--- src/rtl/pcu_pkg.sv ---
// Shared definitions for the program counter unit: opcode encodings, FSM state type
// and the default address width.
package pcu_pkg;

    localparam int PCU_PC_W = 16;

    localparam logic [5:0] OP_LOAD   = 6'b000100;
    localparam logic [5:0] OP_STORE  = 6'b000101;
    localparam logic [5:0] OP_JMP    = 6'b000110;
    localparam logic [5:0] OP_BRANCH = 6'b000111;
    localparam logic [5:0] OP_CALL   = 6'b001000;
    localparam logic [5:0] OP_RET    = 6'b001001;
    localparam logic [5:0] OP_HALT   = 6'b111111;

    typedef enum logic [1:0] {
        RUN    = 2'd0,
        HALTED = 2'd1,
        FAULT  = 2'd2
    } pcu_state_t;

endpackage

--- src/rtl/program_counter_unit_ras.sv ---
// Registered LIFO of return addresses. With WRAP_EN set it behaves as a circular
// buffer: a push when full overwrites the oldest entry and the count saturates.
module return_addr_stack
    import pcu_pkg::*;
#(
    parameter int PC_W    = PCU_PC_W,
    parameter int DEPTH   = 8,
    parameter bit WRAP_EN = 1'b0,
    localparam int PTR_W  = $clog2(DEPTH),
    localparam int CNT_W  = $clog2(DEPTH) + 1
) (
    input  logic             clk,
    input  logic             rst_n,
    input  logic             push,
    input  logic             pop,
    input  logic [PC_W-1:0]  push_data,
    output logic [PC_W-1:0]  top,
    output logic [CNT_W-1:0] count,
    output logic             full,
    output logic             empty
);

    localparam logic [PTR_W-1:0] PTR_ONE = PTR_W'(1);
    localparam logic [CNT_W-1:0] CNT_ONE = CNT_W'(1);

    logic [PC_W-1:0]  mem_q [DEPTH];
    logic [PC_W-1:0]  mem_d [DEPTH];
    logic [PTR_W-1:0] sp_q, sp_d;
    logic [CNT_W-1:0] count_q, count_d;

    assign full  = (count_q == CNT_W'(DEPTH));
    assign empty = (count_q == '0);
    assign count = count_q;
    // sp_q points at the next free slot, so the top sits one below it. When full and
    // wrapping, sp_q also points at the oldest entry, which is what gets overwritten.
    assign top   = mem_q[sp_q - PTR_ONE];

    always_comb begin
        mem_d   = mem_q;
        sp_d    = sp_q;
        count_d = count_q;
        if (push && !pop) begin
            if (!full || WRAP_EN) begin
                mem_d[sp_q] = push_data;
                sp_d        = sp_q + PTR_ONE;
                if (!full) begin
                    count_d = count_q + CNT_ONE;
                end
            end
        end else if (pop && !push) begin
            if (!empty) begin
                sp_d    = sp_q - PTR_ONE;
                count_d = count_q - CNT_ONE;
            end
        end
    end

    always_ff @(posedge clk or negedge rst_n) begin
        if (!rst_n) begin
            for (int i = 0; i < DEPTH; i++) begin
                mem_q[i] <= '0;
            end
            sp_q    <= '0;
            count_q <= '0;
        end else begin
            mem_q   <= mem_d;
            sp_q    <= sp_d;
            count_q <= count_d;
        end
    end

endmodule

--- src/rtl/program_counter_unit.sv ---
// Program counter with opcode-driven next-PC selection, a return-address stack for
// CALL/RET, and sticky HALTED/FAULT states. Define PCU_RAS_WRAP_EN for a circular RAS.
module program_counter_unit
    import pcu_pkg::*;
#(
    parameter int              PC_W         = PCU_PC_W,
    parameter int              RAS_DEPTH    = 8,
    parameter logic [PC_W-1:0] RESET_VECTOR = '0,
    localparam int             CNT_W        = $clog2(RAS_DEPTH) + 1
) (
    input  logic             clk,
    input  logic             rst,
    input  logic             enable,
    input  logic [5:0]       opcode,
    input  logic             branch_taken,
    input  logic [PC_W-1:0]  target,
    output logic [PC_W-1:0]  pc_out,
    output logic [CNT_W-1:0] ras_count,
    output logic             ras_full,
    output logic             ras_empty,
    output logic             halted,
    output logic             fault
);

`ifdef PCU_RAS_WRAP_EN
    localparam bit RAS_WRAP = 1'b1;
`else
    localparam bit RAS_WRAP = 1'b0;
`endif

    localparam logic [PC_W-1:0] PC_ONE = PC_W'(1);

    pcu_state_t      state_q, state_d;
    logic [PC_W-1:0] pc_q, pc_d;
    logic [PC_W-1:0] pc_inc;
    logic [PC_W-1:0] ras_top;
    logic            ras_push, ras_pop;

    assign pc_inc = pc_q + PC_ONE;

    return_addr_stack #(
        .PC_W    (PC_W),
        .DEPTH   (RAS_DEPTH),
        .WRAP_EN (RAS_WRAP)
    ) u_ras (
        .clk       (clk),
        .rst_n     (rst),
        .push      (ras_push),
        .pop       (ras_pop),
        .push_data (pc_inc),
        .top       (ras_top),
        .count     (ras_count),
        .full      (ras_full),
        .empty     (ras_empty)
    );

    // enable is a plain advance qualifier: with it low nothing changes, and outside
    // RUN nothing changes either, so the stack is only touched from RUN.
    always_comb begin
        state_d  = state_q;
        pc_d     = pc_q;
        ras_push = 1'b0;
        ras_pop  = 1'b0;
        if (state_q == RUN && enable) begin
            case (opcode)
                OP_JMP:    pc_d = target;
                OP_BRANCH: pc_d = branch_taken ? target : pc_inc;
                OP_CALL: begin
                    if (ras_full && !RAS_WRAP) begin
                        state_d = FAULT;
                    end else begin
                        ras_push = 1'b1;
                        pc_d     = target;
                    end
                end
                OP_RET: begin
                    if (ras_empty) begin
                        state_d = FAULT;
                    end else begin
                        ras_pop = 1'b1;
                        pc_d    = ras_top;
                    end
                end
                OP_HALT:   state_d = HALTED;
                default:   pc_d = pc_inc;
            endcase
        end
    end

    always_ff @(posedge clk or negedge rst) begin
        if (!rst) begin
            state_q <= RUN;
            pc_q    <= RESET_VECTOR;
        end else begin
            state_q <= state_d;
            pc_q    <= pc_d;
        end
    end

    assign pc_out = pc_q;
    assign halted = (state_q == HALTED);
    assign fault  = (state_q == FAULT);

endmodule

--- config.mk ---
export PLATFORM = sky130hd
export DESIGN_NAME = program_counter_unit
export DESIGN_NICKNAME = d
export VERILOG_FILES = /design/src/rtl/pcu_pkg.sv /design/src/rtl/program_counter_unit_ras.sv /design/src/rtl/program_counter_unit.sv
export SDC_FILE = /design/constraint.sdc
export NUM_CORES = 1
export LEC_CHECK = 0
export BUFFER_PORTS_ARGS = -buffer_cell sky130_fd_sc_hd__buf_2
export CORE_UTILIZATION = 32
export CTS_CLUSTER_DIAMETER = 30
export DETAILED_ROUTE_END_ITERATION = 6
export PLACE_DENSITY = 0.5
export SYNTH_ARGS = -nofsm -noshare
export SYNTH_HDL_FRONTEND = slang
export SYNTH_HIERARCHICAL = 1
export SYNTH_SLANG_ARGS = --single-unit
--- constraint.sdc ---
create_clock -name clk -period 4.8 [get_ports clk]
set_clock_uncertainty 0.2 [all_clocks]
set_input_delay 0.48 -clock clk [delete_from_list [all_inputs] [get_ports clk]]
set_output_delay 0.48 -clock clk [all_outputs]
set_load 0.03 [all_outputs]
==> impl_metrics.yaml, run 1 <==
cells_and_area:
  drive_above_1_share_pct: 46.7
  syn_to_final_growth_pct: 13.3
  diodes: 0
  nets: 648
  mostFrequentLayoutCells: "dfrtp_1 (152), mux2_2 (114), buf_2 (48)"
  mostFrequentLayoutCell: "dfrtp_1"
  fin_cells: 952
clock_network:
  cts_tree: "done"
  cts_setup_buffers: 0
  cts_resized: 0
  cts_root_buf: "clkbuf_16"
  h-tree-depth: 4
  numCtsBuffers: 17
  clk_latency_ns: 0.43
  clk_path_buf_depth: 2
  clk_pin_slew_ns: 0.07
  ctsHoldBuffers: 1
  cts_num_sinks: 153
timing:
  maxSlewHeadroom_pct: 38.5
  min_period_ns: 3.33
  setup-violations-final: 0
  maxSlewViolCount: 0
  rsz0062_at_grt: "false"
  fmax_ghz: 0.300
  timing_hold_violations_final: 0
  min_period_over_period_pct: 69.4
  worst_slew_pin_slew_ns: 0.922
  fin_setup_tns_ns: 0
placed_design:
  dp_hpwl_um: 12600
  port_buffers: 49
  place_inst: 919
  place.gp.congestion: 0.810
synth:
  synth_edf_count: 0
  yosysSeqAreaShare_pct: 48.0
  ys_types: 65
  synthesis.nets: 599
  synth_cells: 566
  synth_seq_cells: 153
  avgSynthCellArea_um2: 14.1
  syn_area_mm2: 0.00797
  yosys_warnings: 6
  postSynth.asyncResetShare_pct: 100
  synth_ff_type: "dfrtp_1"
global_route:
  antenna_found_initial: 0
  grt_start_max_net_pins: 79
  grt_pass1_vias: 5271
  gr-usage-all-layers_pct: 16.5
  grt_pass1_wl_um: 31800
  gr-total-overflow: 0
drt:
  vias_per_cell: 5.20
  avgRoutedWirePerCell_um: 20.9
  detail-route-antenna-nets: 0
  vias: 4953
  wl_um: 19900
  drc: 0
  first_pass_iters: 5
  drt_iter0_markers: 390
power:
  p_int_uw: 2330
  power.density_mw_per_mm2: 400
  power_frac_comb_pct: 22.4
  peakVddDrop_mv: 0.242
  sw_frac_of_total_pct: 35.5
  p_leak_uw: 0.00429
  pwr-share-seq_pct: 42.1
  clkPwrFrac_pct: 35.5
  total_power_uw: 3610
  power.switching_uw: 1280
worst_setup_path:
  endpoint_kind: "flop"
  crit_fanout: 22
  start_kind: "flop"
  worstPathRequired_ns: 4.89
  crit_type: "flop to flop"
  worstPathArrival_ns: 3.42
floorplan:
  num_rows: 57
  die-height_um: 160
  die-area_mm2: 0.0256
  die_w_um: 160
  core_area_mm2: 0.0244
  initial_core_util_pct: 32.7
  io_pins: 50
outcome:
  status: "finished, final reports clean"
run:
  drv_cap: 0
worst_hold_path:
  hp-class: "primary input to flop"
-- power by group through the flow --
stage	registers [uW]	clock network, uW	logic, uW
3_5_place_dp	1540	0	811
6_report	1520	1280	810
3_3_place_gp	1540	0	789
5_1_grt	1540	1370	890
4_1_cts	1520	1310	814
2_1_floorplan	1600	0	472
-- cell usage after synthesis, drive strengths merged, types with 4 or more instances --
library cell / instances / area, um^2
dfrtp: 153 / 3830
mux2: 145 / 1750
mux4: 32 / 721
buf: 24 / 229
nand2: 21 / 86.3
a21oi: 19 / 98.9
nor2: 17 / 68.8
o21ai: 16 / 80.1
xnor2: 13 / 114
nand3: 12 / 85.1
inv: 11 / 41.3
a22o: 8 / 71.3
clkbuf: 7 / 27.5
ha: 7 / 87.6
nor3: 7 / 40.0
xor2: 7 / 61.3
a32oi: 6 / 52.6
nand4: 6 / 52.6
a31oi: 5 / 31.3
nand2b: 5 / 31.3
nor4: 4 / 46.3
o22ai: 4 / 25.0
-- critical path, cell delays in order (launching register included) --
cell	delay (ns)
dfrtp_1	0.54
inv_1	0.18
ha_1	0.71
buf_4	0.47
mux4_2	0.38
mux2_2	0.27
a32oi_1	0.19
o31a_1	0.17
o22ai_1	0.07
-- logic make-up after synthesis --
logic type | after synthesis | synth area share (%)
simple gates | 92 | 7.47
xor+xnor | 20 | 2.20
fa+ha+maj | 7 | 1.10
buf+inv | 42 | 3.73
compound gates | 74 | 6.39
flops | 153 | 48.0
mux | 178 | 31.1
-- layout make-up --
type | count | area, um^2
repair buffers | 61 | 344
well taps | 324 | 405
flip-flops and latches | 153 | 3830
inverters | 11 | 41.3
clock buffers | 17 | 425
multi-input cells | 371 | 3850
clock inverters | 15 | 130
fillers | 2364 | 15400
-- sequential cells by signal (all words and copies together) (netlist names) --
name / count
state_q: 2
pc_out: 16
u_ras/sp_q: 3
u_ras/mem_q: 128
u_ras/count: 4
-- metal layers --
metal	GRT usage, %	wire, um	up-vias	share of wire, %
li1	-	-	2216	-
met1	20.7	8680	2612	44
met2	28.5	10200	100	51
met3	2.49	565	25	2.8
met4	6.06	400	0	2.0
met5	0	0	-	0
-- metrics by stage --
step           hold slack, ns  setup slack (ns)  utilization [%]  instance area [um^2]
2_1_floorplan         -0.0156              1.00                -                  7970
3_3_place_gp            0.282              1.43             34.7                  8470
3_5_place_dp            0.289              1.33             34.7                  8470
4_1_cts                 0.157              1.45             37.0                  9030
5_1_grt                 0.201              1.27             37.0                  9030
6_report                0.175              1.47             37.0                  9030
-- worst paths after layout --
| path | end | start | cells after the start | slack (ns) |
|---|---|---|---|---|
| worst min-delay path | pc_out[1] | target[1] | 3 | 0.18 |
| worst max register to register | pc_out[8] | u_ras/sp_q[1] | 8 | 1.47 |
| min in group asynchronous | u_ras/mem_q[30] | rst | 2 | 0.46 |
| worst min register to register | u_ras/mem_q[109] | u_ras/mem_q[109] | 1 | 0.30 |
| max in group asynchronous | u_ras/mem_q[102] | rst | 3 | 2.88 |
| worst max-delay path | pc_out[8] | u_ras/sp_q[1] | 8 | 1.47 |
Note: power is estimated with default switching activity, not from simulation.
==> run 2: changes to the inputs <==
Settings changed: ABC_AREA set to 1.
Clock period 4.8 ns to 3.2 ns, I/O delays scaled along.
==> run 2 against run 1 <==
Combinational power shrank 87%. Power grew 15%. Register-to-register slack lost 0.97 ns. Critical path depth grew 4. Cell count grew 65%. Global-route usage grew 3.8 points. Via count grew 59%. Non-clock buffer count grew 39. Fmax grew 23%. Sequential power grew 27%.
==> impl_metrics.yaml, run 2 <==
outcome:
  status: "finished, final reports clean"
power:
  clkPwrFrac_pct: 51.1
  pwr-share-seq_pct: 46.4
  total_power_uw: 4170
  p_leak_uw: 0.00534
  power.density_mw_per_mm2: 424
  peakVddDrop_mv: 0.408
  p_int_uw: 3220
  power_frac_comb_pct: 2.5
  sw_frac_of_total_pct: 22.7
  power.switching_uw: 946
drt:
  vias: 7858
  detail-route-antenna-nets: 0
  drc: 0
  avgRoutedWirePerCell_um: 16.7
  wl_um: 26200
  vias_per_cell: 5.01
  drt_iter0_markers: 601
  first_pass_iters: 5
timing:
  min_period_over_period_pct: 84.4
  timing_hold_violations_final: 0
  maxSlewHeadroom_pct: 36.5
  setup-violations-final: 0
  min_period_ns: 2.70
  rsz0062_at_grt: "false"
  fin_setup_tns_ns: 0
  fmax_ghz: 0.370
  maxSlewViolCount: 0
  worst_slew_pin_slew_ns: 0.951
global_route:
  grt_pass1_wl_um: 41700
  gr-total-overflow: 0
  grt_start_max_net_pins: 70
  antenna_found_initial: 0
  grt_pass1_vias: 7619
  gr-usage-all-layers_pct: 20.3
floorplan:
  core_area_mm2: 0.0259
  num_rows: 59
  io_pins: 50
  initial_core_util_pct: 32.5
  die_w_um: 164
  die-area_mm2: 0.0270
  die-height_um: 164
clock_network:
  numCtsBuffers: 17
  cts_tree: "done"
  cts_num_sinks: 153
  clk_latency_ns: 0.43
  cts_resized: 0
  h-tree-depth: 4
  clk_pin_slew_ns: 0.07
  clk_path_buf_depth: 2
  cts_root_buf: "clkbuf_16"
synth:
  synth_most_common_cell: "nand2_1"
  synth_top_area_cell: "dfrtp_1"
  synth_edf_count: 0
  synthTopCellsByArea: "dfrtp_1 (45%), nand2_1 (21%), nand3_1 (8.9%)"
  yosysSeqAreaShare_pct: 45.5
  postSynth.asyncResetShare_pct: 100
  synth_ff_type: "dfrtp_1"
  yosys_warnings: 6
  synthesis.nets: 1207
  avgSynthCellArea_um2: 7.17
  synth_top_area_share_pct: 45.5
  synth.top_cells.by_count: "nand2_1 (460), dfrtp_1 (153), nand3_1 (149), nor2_1 (97), o21ai_0 (70)"
  synth_cells: 1174
  syn_area_mm2: 0.00842
  ys_types: 36
  synth_seq_cells: 153
cells_and_area:
  max_flop_register: "u_ras/mem_q"
  nets: 1254
  mostFrequentLayoutCell: "nand2_1"
  fin_cells: 1569
  drive_above_1_share_pct: 11.7
  largest_reg_flops: 128
  syn_to_final_growth_pct: 16.8
  fin_util_pct: 38.0
  mostFrequentLayoutCells: "nand2_1 (460), dfrtp_1 (152), nand3_1 (149)"
  diodes: 0
run:
  drv_cap: 0
worst_setup_path:
  path_common_cell: "nand2_1"
  rrSetupSlack_ns: 0.50
  cpPeakStageDelay_ns: 0.39
  critPathSlowestCell: "dfrtp_1"
  crit_end: "u_ras/mem_q[63]"
  worst-path-buf-inv: 4
  start_kind: "flop"
  crit_cells: 12
  worstPathCellList: "inv_1, nand3b_2, nor2_2, nor3_1, ha_1, inv_1, nor2_4, buf_12, nand2_1, buf_4, nand2_1, nand2_1"
  worst-r2r-cell-count: 12
  crit_type: "flop to flop"
  cp_top_family: "simple AND/OR/NAND/NOR gates"
  reg2reg_from: "u_ras/count[0]"
  critPathLaunch: "u_ras/count[0]"
  endpoint_kind: "flop"
  worstPathRequired_ns: 3.31
  r2r-end: "u_ras/mem_q[63]"
  crit_fanout: 39
  worstPathArrival_ns: 2.82
placed_design:
  place.gp.congestion: 0.834
  dp_hpwl_um: 17000
  place_inst: 1524
  port_buffers: 49
worst_hold_path:
  hp-class: "primary input to flop"
[run 2: changes by cell type in the layout (fill, tap and decap cells not counted), moves of 28 or more]
cell / change
nand2_1: +440
nand3_1: +139
mux2_2: -114
nor2_1: +82
o21ai_0: +57
inv_1: +45
mux4_2: -32
mux2_4: -31
o22ai_1: +28
[run 2: cell families after synthesis]
family | share of synthesized area, %
flops | 45.5
buf+inv | 6.63
compound gates | 9.12
simple gates | 36.5
fa+ha+maj | 1.04
xor+xnor | 1.25
[run 2: power groups by stage]
stage,Sequential (uW),Clock [uW],Combinational (uW)
2_1_floorplan,1970,0,20.5
3_3_place_gp,1970,0,95.6
3_5_place_dp,1970,0,95.6
4_1_cts,1930,2170,108
5_1_grt,1930,2250,117
6_report,1930,2130,103
[run 2: timing repair]
item                                   CTS  global route
endpoints found under the hold margin   69             0
hold buffers                            13             0
buffers inserted                         0             0
[run 2: through the flow]
step | area [um^2] | setup WS [ns] | hold slack [ns]
floorplan | 8420 | 0.271 | -0.176
CTS | 9840 | 0.516 | 0.00249
global route | 9840 | 0.208 | 0.0299
finish | 9840 | 0.498 | 0.0174
global placement | 9090 | 0.447 | 0.0353
detailed placement | 9090 | 0.365 | 0.0356
[run 2: cell type report]
| class | instances | area, um^2 |
|---|---|---|
| well taps | 335 | 419 |
| clock buffers | 19 | 443 |
| inverters | 60 | 225 |
| fillers | 2741 | 16100 |
| multi-input cells | 889 | 4030 |
| repair buffers | 100 | 717 |
| flip-flops and latches | 153 | 3830 |
| clock inverters | 13 | 170 |
[run 2: layer usage]
metal	wire, um	track usage, %
met4	331	6.36
met2	12300	33.3
met1	12500	27.4
met5	0	0
met3	1130	2.88
[run 2: worst register-to-register path, stage by stage, from the launching register on]
cell and delay, ns:
dfrtp_1 0.39, inv_1 0.11, nand3b_2 0.15, nor2_2 0.10
nor3_1 0.29, ha_1 0.26, inv_1 0.12, nor2_4 0.27
buf_12 0.25, nand2_1 0.11, buf_4 0.23, nand2_1 0.07
nand2_1 0.04
[run 2: worst min path at each step]
stage / startpoint / end / slack [ns] / cells after the start
5_1_grt: target[9] / pc_out[9] / 0.03 / 5
4_1_cts: target[9] / pc_out[9] / 0.002 / 5
3_3_place_gp: rst / state_q[1] / 0.04 / 1
6_report: target[9] / pc_out[9] / 0.02 / 5
2_1_floorplan: rst / pc_out[0] / -0.18 / 0
3_5_place_dp: rst / state_q[1] / 0.04 / 1
